$ cat src/rtl/cpu_run_monitor.sv
// cpu_run_monitor: runs the CPU for a bounded number of cycles, then dumps
// its register file one valid/ready beat at a time. Option: RUN_MONITOR_CHECKSUM_EN.
module cpu_run_monitor #(
  parameter int XLEN       = 32,
  parameter int NREGS      = 32,
  parameter int MAX_CYCLES = 100,
  localparam int IW        = (NREGS > 1) ? $clog2(NREGS) : 1,
  localparam int CW        = $clog2(MAX_CYCLES + 1)
) (
  input  logic            clk,
  input  logic            reset,
  input  logic            start,
  input  logic            halt,
  output logic            cpu_run,
  output logic [IW-1:0]   rf_addr,
  input  logic [XLEN-1:0] rf_data,
  output logic            dump_valid,
  input  logic            dump_ready,
  output logic [IW-1:0]   dump_idx,
  output logic [XLEN-1:0] dump_data,
  output logic            dump_last,
  output logic [CW-1:0]   cycle_count,
  output logic            done,
  output logic            timed_out,
  output logic [XLEN-1:0] checksum
);

  typedef enum logic [2:0] {
    S_IDLE,
    S_RUN,
    S_FETCH,
    S_PRESENT,
    S_DONE
  } state_t;

  localparam logic [IW-1:0] LAST_IDX = IW'(NREGS - 1);
  localparam logic [CW-1:0] CNT_LIM  = CW'(MAX_CYCLES - 1);

  state_t          state_q;
  logic            run_q;
  logic            valid_q;
  logic            last_q;
  logic            done_q;
  logic            to_q;
  logic [IW-1:0]   idx_q;
  logic [XLEN-1:0] data_q;
  logic [CW-1:0]   cnt_q;

  // Run/dump sequencer; every output comes straight from a register.
  always_ff @(posedge clk) begin
    if (reset) begin
      state_q <= S_IDLE;
      run_q   <= 1'b0;
      valid_q <= 1'b0;
      last_q  <= 1'b0;
      done_q  <= 1'b0;
      to_q    <= 1'b0;
      idx_q   <= '0;
      data_q  <= '0;
      cnt_q   <= '0;
    end else begin
      unique case (state_q)
        S_IDLE, S_DONE: begin
          if (start) begin
            state_q <= S_RUN;
            run_q   <= 1'b1;
            cnt_q   <= '0;
            done_q  <= 1'b0;
            to_q    <= 1'b0;
            idx_q   <= '0;
            data_q  <= '0;
            last_q  <= 1'b0;
          end
        end
        S_RUN: begin
          // halt wins when it lands on the final budget cycle
          if (halt || cnt_q == CNT_LIM) begin
            state_q <= S_FETCH;
            run_q   <= 1'b0;
            to_q    <= !halt;
          end else begin
            cnt_q <= cnt_q + 1'b1;
          end
        end
        S_FETCH: begin
          data_q  <= rf_data;
          last_q  <= (idx_q == LAST_IDX);
          valid_q <= 1'b1;
          state_q <= S_PRESENT;
        end
        S_PRESENT: begin
          if (dump_ready) begin
            valid_q <= 1'b0;
            if (last_q) begin
              state_q <= S_DONE;
              done_q  <= 1'b1;
              last_q  <= 1'b0;
            end else begin
              idx_q   <= idx_q + 1'b1;
              state_q <= S_FETCH;
            end
          end
        end
        default: state_q <= S_IDLE;
      endcase
    end
  end

  assign cpu_run     = run_q;
  assign rf_addr     = idx_q;
  assign dump_valid  = valid_q;
  assign dump_idx    = idx_q;
  assign dump_data   = data_q;
  assign dump_last   = last_q;
  assign cycle_count = cnt_q;
  assign done        = done_q;
  assign timed_out   = to_q;

`ifdef RUN_MONITOR_CHECKSUM_EN
  logic            accept;
  logic            restart;
  logic [XLEN-1:0] cs_q;

  assign accept  = (state_q == S_PRESENT) && dump_ready;
  assign restart = (state_q == S_IDLE || state_q == S_DONE) && start;

  // Running XOR of every accepted beat, cleared when a run starts.
  always_ff @(posedge clk) begin
    if (reset) begin
      cs_q <= '0;
    end else if (restart) begin
      cs_q <= '0;
    end else if (accept) begin
      cs_q <= cs_q ^ data_q;
    end
  end

  assign checksum = cs_q;
`else
  assign checksum = '0;
`endif

endmodule

$ cat config.mk
export PLATFORM = sky130hd
export DESIGN_NAME = cpu_run_monitor
export DESIGN_NICKNAME = d
export VERILOG_FILES = /design/src/rtl/cpu_run_monitor.sv
export SDC_FILE = /design/constraint.sdc
export NUM_CORES = 1
export LEC_CHECK = 0
export CAP_MARGIN = 20
export CORE_ASPECT_RATIO = 1.5
export CORE_MARGIN = 3
export CORE_UTILIZATION = 40
export DETAILED_ROUTE_END_ITERATION = 16
export PLACE_DENSITY = 0.78
export REMOVE_ABC_BUFFERS = 1
export SLEW_MARGIN = 15
export SYNTH_ARGS = -nofsm -noshare
export SYNTH_HDL_FRONTEND = slang
export SYNTH_SLANG_ARGS = --single-unit
$ cat constraint.sdc
create_clock -name clk -period 2.2 [get_ports clk]
set_input_delay 0.66 -clock clk [delete_from_list [all_inputs] [get_ports clk]]
set_output_delay 0.66 -clock clk [all_outputs]
set_load 0.1 [all_outputs]
======== After elaboration in Yosys (flattened, before gate mapping) ========
Index checks and enable logic that the tools add are counted.
word-level totals
  bits in registers ....................... 52
  input port bits ......................... 37
  output and inout port bits .............. 86
  word-level logic and storage cells ...... 66
cells by class
  $add $sub $neg .......................... 2
  equal/unequal tests ..................... 12
  muxes and demuxes ....................... 26
  reduce and logical (&&, ||, !) cells .... 17
operators with widths
  cell                                                                    count
  32-bit one-hot mux with 2 select lines                                  1
  32-bit 2-to-1 mux                                                       1
  5-bit 2-to-1 mux                                                        3
  7-bit 2-to-1 mux                                                        2
  7-bit one-hot mux with 2 select lines                                   1
  3-bit 2-to-1 mux                                                        4
  2-bit inequality test (second input constant)                           6
  3-bit one-hot mux with 4 select lines                                   1
  3-bit AND reduction                                                     4
  5-bit one-hot mux with 2 select lines                                   1
  1-bit one-hot mux with 2 select lines                                   4
  4-bit AND reduction                                                     2
  2-bit nonzero test                                                      4
  7-bit by 1-bit adder with 7-bit output (second input constant)          1
  7-bit equality test (second input constant)                             1
  1-bit 2-to-1 mux                                                        7
  3-bit by 2-bit equality test with 1-bit output (second input constant)  2
  5-bit by 1-bit adder with 5-bit output (second input constant)          1
  5-bit equality test (second input constant)                             1
  2-bit AND reduction                                                     2
  3-bit by 1-bit equality test with 1-bit output (second input constant)  1
  3-bit equality test (second input constant)                             1
  3-bit zero test                                                         1
  1-bit one-hot mux with 3 select lines                                   1
  other kinds (4)                                                         4

======== Depth between registers and ports, before layout ========
  depth after elaboration ................. 4
  mapped depth ............................ 6
  gate-level depth less buffers ........... 5

======== Least setup slack after synthesis ========
OpenSTA, ideal clock, no wires.
  path kind ............................... register to register
  start ................................... register cnt_q[0] (netlist: cycle_count[0])
  end ..................................... register cnt_q[6] (netlist: cycle_count[6])
  setup time .............................. 83 ps
  arrival ................................. 2230 ps
  required time ........................... 2117 ps
  path slack .............................. -113 ps
  stages on the path, launching flop included .. 6
  buffers on the path ..................... 0
  period minus slack after synthesis ...... 2313 ps
  cells stage by stage .................... dfxtp_1 ha_1 nand3_1 or2_2 or4_1 o221ai_1
on the way
  word-level cells in the longest chain between the ends .. 4
  elaborated cells on any way between the ends .. 7
  classes of those cells .................. add/sub (1); eq/ne (2); mux (2); reduce/logical (2)
RTL lines
  element                                                                                         line  RTL
  start, declared                                                                                 47    logic [CW-1:0] cnt_q;
  start signal, assigned                                                                          82    cnt_q <= cnt_q + 1'b1;
  parallel branches: the longest is 4 deep, another holds 7-bit by 1-bit adder with 7-bit output  --
Parallel ways; which one is timed is not known. The select of a mux whose other input is x is not followed.
A chain may end at the register's enable or synchronous reset.

======== Worst setup path in the final report ========
  start ................................... input port start
  end ..................................... register data_q[6] (netlist: dump_data[6])
on the way
  word-level cells in the longest chain between the ends .. 2
RTL lines
  element                                 line  RTL
  start, declared                         12    input logic start,
  2-bit inequality test (no source line)  --
  2-bit AND reduction (no source line)    --
  end signal, assigned                    86    data_q <= rf_data;
  end, declared                           46    logic [XLEN-1:0] data_q;
No other way between the ends.

==> impl_results.html <==
<table>
<tr><th>Metric</th><th>Value</th></tr>
<tr><th colspan="2">Outcome</th></tr>
<tr><td>Result of the run</td><td>completed</td></tr>
<tr><th colspan="2">Critical path</th></tr>
<tr><td>Critical path's slowest cell</td><td>sky130_fd_sc_hd__nor2_2</td></tr>
<tr><td>CP endpoint kind</td><td>flip-flop</td></tr>
<tr><td>Critical-path maximum fanout</td><td>17</td></tr>
<tr><td>CP top delay family</td><td>simple AND/OR/NAND/NOR gates</td></tr>
<tr><td>Critical path type</td><td>input pin to flip-flop</td></tr>
<tr><td>Required time at the worst-slack endpoint</td><td>2.44 ns</td></tr>
<tr><td>Ordered cell list for the critical path</td><td>clkdlybuf4s50_1 &gt; nor3b_1 &gt; nor2_2 &gt; buf_8 &gt; a22oi_1 &gt; nor2_1</td></tr>
<tr><td>Crit start category</td><td>input pin</td></tr>
<tr><td>CP Data Arrival Time</td><td>2.24 ns</td></tr>
<tr><td>Maximum cell stage delay along the critical path</td><td>0.55 ns</td></tr>
<tr><td>Worst path bufs/invs</td><td>2</td></tr>
<tr><th colspan="2">Placed design</th></tr>
<tr><td>Routability cong.</td><td>0.873</td></tr>
<tr><td>Post-detail-place hpwl</td><td>4.57 mm</td></tr>
<tr><td>Post-place instance area</td><td>3410 um^2</td></tr>
<tr><td>Number of buffer cells added on primary ports</td><td>90</td></tr>
<tr><td>Placed cells</td><td>419</td></tr>
<tr><td>Worst setup slack before clock tree synthesis</td><td>-0.138 ns</td></tr>
<tr><th colspan="2">Logic synthesis</th></tr>
<tr><td>Netlist area before placement</td><td>2460 um^2</td></tr>
<tr><td>Total number of yosys warnings</td><td>0</td></tr>
<tr><td>Gate Count Post-Synth</td><td>264</td></tr>
<tr><td>Sequential-to-total area share from yosys stat</td><td>42.4%</td></tr>
<tr><td>Dominant cell type by area after synthesis</td><td>sky130_fd_sc_hd__dfxtp_1</td></tr>
<tr><td>Number of distinct library cells after synthesis</td><td>53</td></tr>
<tr><td>Most area-consuming cells after synthesis</td><td>sky130_fd_sc_hd__dfxtp_1 (42%), sky130_fd_sc_hd__buf_4 (11%), sky130_fd_sc_hd__a22oi_1 (9.8%), sky130_fd_sc_hd__nor2_1 (6.6%), sky130_fd_sc_hd__a21oi_1 (1.8%)</td></tr>
<tr><td>Number of enable flip-flop cells after synthesis</td><td>0</td></tr>
<tr><td>Number of synthesized register bits</td><td>52</td></tr>
<tr><td>Dominant cell by count in the synthesized netlist</td><td>sky130_fd_sc_hd__dfxtp_1</td></tr>
<tr><td>Most common library cells after synthesis</td><td>sky130_fd_sc_hd__dfxtp_1 (52), sky130_fd_sc_hd__nor2_1 (43), sky130_fd_sc_hd__buf_4 (37)</td></tr>
<tr><td>Share of async-settable or async-resettable flops after synthesis</td><td>0%</td></tr>
<tr><td>Proportion of netlist area held by the largest area contributor</td><td>42.4%</td></tr>
<tr><td>Post-synthesis area per instance</td><td>9.31 um^2</td></tr>
<tr><td>Top flip-flop cell by instance count after synthesis</td><td>sky130_fd_sc_hd__dfxtp_1</td></tr>
<tr><th colspan="2">Clock network</th></tr>
<tr><td>Post-CTS Setup Inserts</td><td>0</td></tr>
<tr><td>CTS Buf Count</td><td>5</td></tr>
<tr><td>Number of gates given a new drive strength after cts</td><td>0</td></tr>
<tr><td>Clk buf depth</td><td>2</td></tr>
<tr><td>Clk_lat worst skew</td><td>0.30 ns</td></tr>
<tr><td>Clock-pin slew reported for the worst setup and hold paths after clock tree synthesis</td><td>0.09 ns</td></tr>
<tr><td>Clk Tree Root Cell</td><td>sky130_fd_sc_hd__clkbuf_8</td></tr>
<tr><td>Hold buffer count at cts</td><td>0</td></tr>
<tr><td>Number of H-tree levels</td><td>2</td></tr>
<tr><td>CTS tree</td><td>yes</td></tr>
<tr><td>Sinks on Clock Net</td><td>52</td></tr>
<tr><th colspan="2">Drt</th></tr>
<tr><td>Routed via count divided by cell count</td><td>5.08</td></tr>
<tr><td>Aggregate routed wire length</td><td>5.94 mm</td></tr>
<tr><td>Number of DRC markers after the initial detailed-route iteration</td><td>146</td></tr>
<tr><td>Vias after detailed routing</td><td>2166</td></tr>
<tr><td>Total iterations of the first detailed-routing run</td><td>4</td></tr>
<tr><td>Detail-routed net length per standard cell</td><td>13.9 um</td></tr>
<tr><td># DRC</td><td>0</td></tr>
<tr><td>Antenna viol nets, final</td><td>0</td></tr>
<tr><th colspan="2">Floorplan</th></tr>
<tr><td>Die boundary width</td><td>70.0 um</td></tr>
<tr><td>Placeable Area</td><td>5870 um^2</td></tr>
<tr><td>Vert. Die Dim</td><td>102 um</td></tr>
<tr><td>Number of rows created at floorplan</td><td>34</td></tr>
<tr><td>Area enclosed by the die boundary</td><td>7140 um^2</td></tr>
<tr><td>Initial core utilization</td><td>41.9%</td></tr>
<tr><td># IOs</td><td>123</td></tr>
<tr><th colspan="2">Cells and area</th></tr>
<tr><td>Post-layout nets</td><td>394</td></tr>
<tr><td>Fraction of layout instances using a drive strength above 1</td><td>26.3%</td></tr>
<tr><td>Layout-stage area growth over the synthesis result</td><td>41.9%</td></tr>
<tr><td>Final design utilization</td><td>59.4%</td></tr>
<tr><td>Final instance count without filler cells</td><td>426</td></tr>
<tr><td>Final std cell area, no fill</td><td>3490 um^2</td></tr>
<tr><td>Filler Cell Count</td><td>523</td></tr>
<tr><td>Number of antenna diodes</td><td>0</td></tr>
<tr><td>Footprint of the multi-input gates</td><td>1170 um^2</td></tr>
<tr><td>Combined flip-flop and latch cell area</td><td>1040 um^2</td></tr>
<tr><th colspan="2">Timing</th></tr>
<tr><td>Tightest slew margin relative to the limit</td><td>54.2%</td></tr>
<tr><td>PnR worst setup slack</td><td>0.198 ns</td></tr>
<tr><td>Post-Route Hold Slack</td><td>0.480 ns</td></tr>
<tr><td>Time the final worst path needs with I/O delays and setup</td><td>2.00 ns</td></tr>
<tr><td>Clock Skew</td><td>0.00659 ns</td></tr>
<tr><td>Period Utilization, post-route</td><td>91.0%</td></tr>
<tr><td>Number of endpoints with negative hold slack in the final report</td><td>0</td></tr>
<tr><td>Final number of setup-violating endpoints</td><td>0</td></tr>
<tr><td>Accumulated negative setup slack</td><td>0 ns</td></tr>
<tr><td>Max Clock Freq</td><td>0.499 GHz</td></tr>
<tr><td>Max-slew violation total from the final report</td><td>0</td></tr>
<tr><td>RSZ-0062 raised after global routing</td><td>no</td></tr>
<tr><td>Actual slew at the worst max-slew pin</td><td>0.686 ns</td></tr>
<tr><th colspan="2">Pwr</th></tr>
<tr><td>Power, Total</td><td>2.84 mW</td></tr>
<tr><td>Peak VDD IR</td><td>0.584 mV</td></tr>
<tr><td>Power density over cell area</td><td>815 nW/um^2</td></tr>
<tr><td>Pleak</td><td>1.43 nW</td></tr>
<tr><th colspan="2">GRT</th></tr>
<tr><td>Overflow left after global routing</td><td>0</td></tr>
<tr><td>First-pass GRT wire length</td><td>9.36 mm</td></tr>
<tr><td>Pin count of the biggest net entering global routing</td><td>36</td></tr>
<tr><td>Initial antenna violation count</td><td>0</td></tr>
<tr><td>Number of global-route vias before repair</td><td>1999</td></tr>
<tr><td>Overall global routing resource usage</td><td>16.0%</td></tr>
<tr><th colspan="2">Min path</th></tr>
<tr><td>Path category of the worst min-delay check</td><td>flip-flop to flip-flop</td></tr>
<tr><th colspan="2">Run</th></tr>
<tr><td>Number of max-cap violations</td><td>0</td></tr>
</table>
-- metal layers --
metal,routed length [um],up-vias,track usage (%),part of all wire [%]
met5,0,-,0,0
met2,3020,98,27.6,51
met3,430,6,3.35,7.2
met4,57,0,4.72,0.96
li1,-,1051,-,-
met1,2430,1011,20.1,41
-- report_power, final --
| part | total (mW) | switching (mW) | leakage, nW | internal (mW) |
|---|---|---|---|---|
| clock network | 0.514 | 0.298 | 0.0400 | 0.216 |
| registers | 1.06 | 0.0634 | 0.422 | 1.00 |
| logic | 1.26 | 0.934 | 0.971 | 0.329 |
-- final timing paths --
check	from	slack, ns	cells after the start	end
hold reg to reg	timed_out	0.48	2	timed_out
setup reg to reg	cycle_count[2]	0.39	5	cycle_count[2]
setup / recovery	start	0.20	6	dump_data[6]
hold / removal	timed_out	0.48	2	timed_out
-- sequential cells by signal, summed over array words and instances (netlist names) --
register and flops:
cpu_run 1, timed_out 1, done 1, state_q 3, dump_idx 5, dump_valid 1, dump_data 32, dump_last 1
cycle_count 7
-- kinds of logic after synthesis --
logic type	count (synthesis)	synth area share [%]
buffers and inverters	53	15.2
adders and majority gates	3	1.53
and+or+nand+nor	86	18.6
xor gates and xnor gates	1	0.356
other	1	0.153
DFF	52	42.4
muxes	4	1.68
AOI/OAI and AO/OA	64	20.1
-- worst register-to-register path: cells and delay by family (launching register included) --
family / cells / cell delay, ns
AND/OR/NAND/NOR: 2 / 0.66
AO/OA/AOI/OAI: 2 / 0.47
buffers and inverters: 1 / 0.18
flip-flops: 1 / 0.40
-- placed cells by master (no fill, tap or decap), drive strengths merged, types with 5 or more instances in the layout --
cell	instances
nor2	43
a22oi	32
nand3	5
dfxtp	52
clkbuf	5
a21oi	9
nand2	13
clkdlybuf4s50	36
conb	32
o21ai	5
buf	68
-- cell type report --
class,count,area share [%]
inverters,1,0.108
multi-input cells,190,33.5
clock buffers,5,1.97
flip-flops and latches,52,29.9
repair buffers,104,31.6
well taps,72,2.58
clock inverters,2,0.359
Note: power is estimated with default switching activity, not from simulation.
==> RTL change 1 (same flow settings) <==
Build with the macro `RUN_MONITOR_CHECKSUM_EN` defined.
--- a/src/rtl/cpu_run_monitor.sv
+++ b/src/rtl/cpu_run_monitor.sv
@@ -1,5 +1,7 @@
 // cpu_run_monitor: runs the CPU for a bounded number of cycles, then dumps
 // its register file one valid/ready beat at a time. Option: RUN_MONITOR_CHECKSUM_EN.
+`define RUN_MONITOR_CHECKSUM_EN
+
 module cpu_run_monitor #(
   parameter int XLEN       = 32,
   parameter int NREGS      = 32,
Check against the original RTL: not equivalent (Yosys sat finds a counterexample within 10 cycles, from zero or initial values and one cycle with reset high).
==> RTL change 1 against the original RTL <==
Total power rose by 27%. Wire length grew 45%. Final cell count is 42% higher. Fmax grew 5.0%. Synthesized cell count rose by 40%. Final area is 44% higher. Worst hold slack gained 0.014 ns. Non-clock buffer count grew 35. Clock skew decreased by 0.00085 ns. Area after synthesis up 36%. Largest power group is now sequential cells. Sequential cell count rose by 32. Worst setup slack better by 0.096 ns.
==> RTL change 1: results (changes against the original RTL) <==
Run status
  – Status: complete, no violations

Finish
  – # fillers: 655 (+25%)
  – Register area: 1680 µm² (+62%)
  – Layout net count: 534 (+36%)
  – Clock buf/inv share: 5.69% (+3.4 points)
  – Multi-input combinational area share: 30.3% (-3.1 points)
  – Final Non-Filler Cells: 603 (+42%)
  – Signal inverters: 4 (+3)

Placed design
  – Worst slack at placement: -0.0189 ns (+0.119 ns)
  – Post-DP HPWL: 6360 µm (+39%)
  – Placer Congestion: 0.829 (-5.1%)
  – Dpl cell area: 4730 µm² (+39%)
  – # port buffers: 122 (+36%)
  – Post-Place Cells: 588 (+40%)

Synthesis
  – Synth Area in Compound Gates: 13.8% (-6.3 points)
  – Cell count after synthesis: 370 (+40%)
  – Most frequent cells after synthesis: dfxtp_1 (84), nor2_1 (74), nand2_1 (42), xor2_1 (34), a22oi_1 (33)
  – Synth Area in XOR/XNOR: 8.92% (+8.6 points)
  – Top cells by area, synth: dfxtp_1 (50%), xor2_1 (8.9%), nor2_1 (8.3%)
  – Sequential area share after synthesis: 50.4% (+8.0 points)
  – Synth Area in Adders: 1.12% (-0.40 points)
  – Distinct cells, synth: 45 (-15%)

STA
  – Skew final: 0.00574 ns (-0.000846 ns)
  – Normalized max-slew margin: 58.4% (+4.2 points)
  – F_max: 0.525 GHz (+5.0%)

Detailed routing
  – Average routed wire per standard cell: 14.3 µm (+2.7%)
  – Vias per cell: 5.05 (-0.68%)

Pwr
  – PwrDens: 720 nW/µm² (-12%)
  – Switching share of power: 26.6% (-19 points)
  – Logic pwr share: 15.4% (-29 points)
  – Clk pwr: 1.47 mW (+190%)
  – VDD IR max: 0.000500 V (-14%)
  – P_int: 2.65 mW (+71%)
  – Largest power group: sequential cells

CTS
  – H-tree depth: 3 (+1)
  – Clk slew on worst S/H paths: 0.06 ns (-0.03 ns)
  – Worst skew pair latency: 0.33 ns (+0.03 ns)
  – TritonCTS Buffers: 9 (+4)
  – Clk sinks: 84 (+62%)
  – Clk Tree Root Cell: clkbuf_16

Critical path
  – Largest stage delay on the critical path: 0.51 ns (-0.04 ns)
  – Setup crit end: dump_data[12]
  – Critical R2R Launch: state_q[1]
  – Arrival time worst endpoint: 2.12 ns (-0.12 ns)
  – Critical Path Fanout Max: 15 (-2)
  – Critical Path Slowest Stage Cell: clkdlybuf4s50_1

Hold path
  – Hold Crit Depth: 1 (-1)
  – Min-delay src: done
  – Hold Crit Endpoint: done

Global routing
  – Global-route wire length before repair: 14,200 µm (+52%)
  – Vias in the first global route: 3,064 (+53%)
  – Largest net degree at the start of global routing: 31 (-14%)
RTL change 1: cell types whose count changed after synthesis, sizes merged, moves of 4 or more:
cell / change
xor2: +34
dfxtp: +32
buf: -31
nor2: +31
nand2: +30
clkbuf: +5
a21oi: +4
inv: +4
or3: +4
RTL change 1: layer usage:
metal | up-vias | track usage, % | wire length [µm]
met2 | 104 | 33.8 | 4680
met1 | 1434 | 20.0 | 3240
met4 | 0 | 6.98 | 150
met5 | - | 0 | 0
met3 | 11 | 5.44 | 571
li1 | 1496 | - | -
RTL change 1: logic make-up (layout without fill, tap and decap cells):
kind of cell,count (synthesis),after routing
AND/OR/NAND/NOR,154,154
XOR/XNOR,34,34
adder cells (fa/ha/maj),3,3
flip-flops,84,84
AO/OA/AOI/OAI,65,65
buffers and inverters,30,158
RTL change 1: worst reg2reg max path, stage by stage, from the launching register on:
cell and delay, ns:
dfxtp_1 0.67, nand3b_1 0.19, o21ai_0 0.54, o21ai_0 0.19, a21oi_1 0.17
==> RTL change 2 (config.mk and constraints unchanged) <==
Made on the original files. Put one more register stage on the output `cycle_count`, with the module's reset. The value now appears one clock later. The other outputs are not delayed to match.
--- a/src/rtl/cpu_run_monitor.sv
+++ b/src/rtl/cpu_run_monitor.sv
@@ -112,7 +112,13 @@
   assign dump_idx    = idx_q;
   assign dump_data   = data_q;
   assign dump_last   = last_q;
-  assign cycle_count = cnt_q;
+  always_ff @(posedge clk) begin
+    if (reset) begin
+      cycle_count <= '0;
+    end else begin
+      cycle_count <= cnt_q;
+    end
+  end
   assign done        = done_q;
   assign timed_out   = to_q;
 
Behaviour: not the same (Yosys sat finds a counterexample within 4 cycles, from zero or initial values and one cycle with reset high).
==> RTL change 2 against the original RTL <==
Final area up 3.4%. Largest power group is now sequential cells. Combinational power down 14%. Sequential cell count up 7. Area after synthesis up 3.7%. First-iteration DRC count down 11%. Wire length up 2.5%. Die area up 3.4%. Final cell count up 5.2%. Count of clock-buffer cells in the layout up 5. Core utilization down 1.0 points. Total power up 7.9%. Worst setup slack worse by 0.11 ns.
==> RTL change 2: results (changes against the original RTL) <==
Detailed routing
  – WL met2: 3270 µm (+8.2%)
  – Met3 Wirelength: 452 µm (+5.1%)
  – Average routed wire per standard cell: 13.6 µm (-2.6%)
  – Top Metal Used: met4
  – M1 WL: 2280 µm (-6.2%)
  – Drt first pass iters: 4 (unchanged)
  – Detailed-route wire length: 6090 µm (+2.5%)
  – Via count: 2,213 (+2.2%)
  – Detailed Route Iter0 Violations: 130 (-11%)

Placed design
  – Post-Place Cells: 433 (+3.3%)
  – Placer Congestion: 0.762 (-13%)
  – Worst slack at placement: -0.301 ns (-0.163 ns)
  – Dpl cell area: 3430 µm² (+0.66%)
  – Post-DP HPWL: 4490 µm (-1.6%)

Synthesis
  – Top cells by area, synth: dfxtp_1 (46%), buf_4 (11%), a22oi_1 (9.4%)
  – Ys async rst share: 0% (unchanged)
  – Post-synthesis mux area share: 1.67% (-0.010 points)
  – Sequential area share after synthesis: 46.4% (+4.0 points)
  – Mapped Avg Cell Area: 9.16 µm² (-1.6%)
  – Synth Area in Adders: 1.47% (-0.054 points)
  – Synth Area in Compound Gates: 16.8% (-3.3 points)
  – Synth Area in XOR/XNOR: 0.344% (-0.013 points)
  – Most frequent cells after synthesis: dfxtp_1 (59), nor2_1 (43), buf_4 (37), a22oi_1 (32)
  – Distinct cells, synth: 44 (-17%)
  – Warnings, synthesis: 0 (unchanged)

CTS
  – Post-CTS Resized: 0 (unchanged)
  – Clk slew on worst S/H paths: 0.07 ns (-0.02 ns)
  – Worst skew pair latency: 0.32 ns (+0.02 ns)
  – Clk Tree Root Cell: clkbuf_8
  – Post-CTS Setup Repair Bufs: 0 (unchanged)
  – TritonCTS Buffers: 9 (+4)
  – Max clock buf depth: 2 (unchanged)
  – H-tree depth: 3 (+1)

Global routing
  – Largest net degree at the start of global routing: 35 (-2.8%)
  – Met3 GRT Util: 4.95% (+1.6 points)
  – Global-route wire length before repair: 9940 µm (+6.3%)
  – Antenna violations before repair: 0 (unchanged)
  – Met1 usage: 18.4% (-1.7 points)
  – M2 GR Usage: 28.7% (+1.1 points)
  – GRT Util Overall: 16.7% (+0.73 points)

STA
  – Skew final: 0.00617 ns (-0.000416 ns)
  – Normalized max-slew margin: 53.3% (-0.91 points)

Finish
  – # fillers: 530 (+1.3%)
  – Layout net count: 410 (+4.1%)
  – Share of post-route cells with drive strength above 1: 25.4% (-0.87 points)
  – Largest register FFs: 32 (unchanged)
  – ANT cells: 0 (unchanged)

Pwr
  – NetSw: 1.25 mW (-3.9%)
  – Leakage: 1.51 nW (+5.4%)
  – VDD IR max: 0.000532 V (-8.9%)
  – Clk pwr share: 27.2% (+9.1 points)
  – Seq group: 1.16 mW (+9%)
  – Tot Pwr: 3.07 mW (+7.9%)

Hold path
  – Hold WC Path Type: flip-flop to flip-flop

Critical path
  – Critical Path Slowest Stage Cell: or4b_4
  – Arrival time worst endpoint: 2.38 ns (+0.14 ns)
  – Largest stage delay on the critical path: 0.49 ns (-0.06 ns)
  – Critical Path Fanout Max: 9 (-8)
  – CP top delay family: simple AND/OR/NAND/NOR gates

Run status
  – Status: complete, no violations
[RTL change 2: cell count changes in the layout (fill, tap and decap cells not counted), moves of 3 or more]
cell	delta
nor2b_1	+8
clkbuf_8	+5
nand2_1	-3
nand2b_1	+3
nand2_2	-3
buf_12	-6
buf_4	+7
dfxtp_1	+7
nand3_1	+8
[RTL change 2: worst paths after layout]
path,from,slack (ns),depth (start not counted),endpoint
max,halt,0.09,5,cnt_q[6]
min reg2reg,done,0.49,2,done
max reg2reg,cnt_q[2],0.38,5,state_q[0]
min,done,0.49,2,done
[RTL change 2: layout make-up]
cell class | instances | area (µm²) | share of cell area, %
inverter | 2 | 7.51 | 0.208
clock inverter | 5 | 30.0 | 0.833
tap | 74 | 92.6 | 2.57
sequential | 59 | 1180 | 32.8
multi-input combinational | 194 | 1140 | 31.6
timing repair buffer | 104 | 1020 | 28.2
clock buffer | 10 | 138 | 3.82
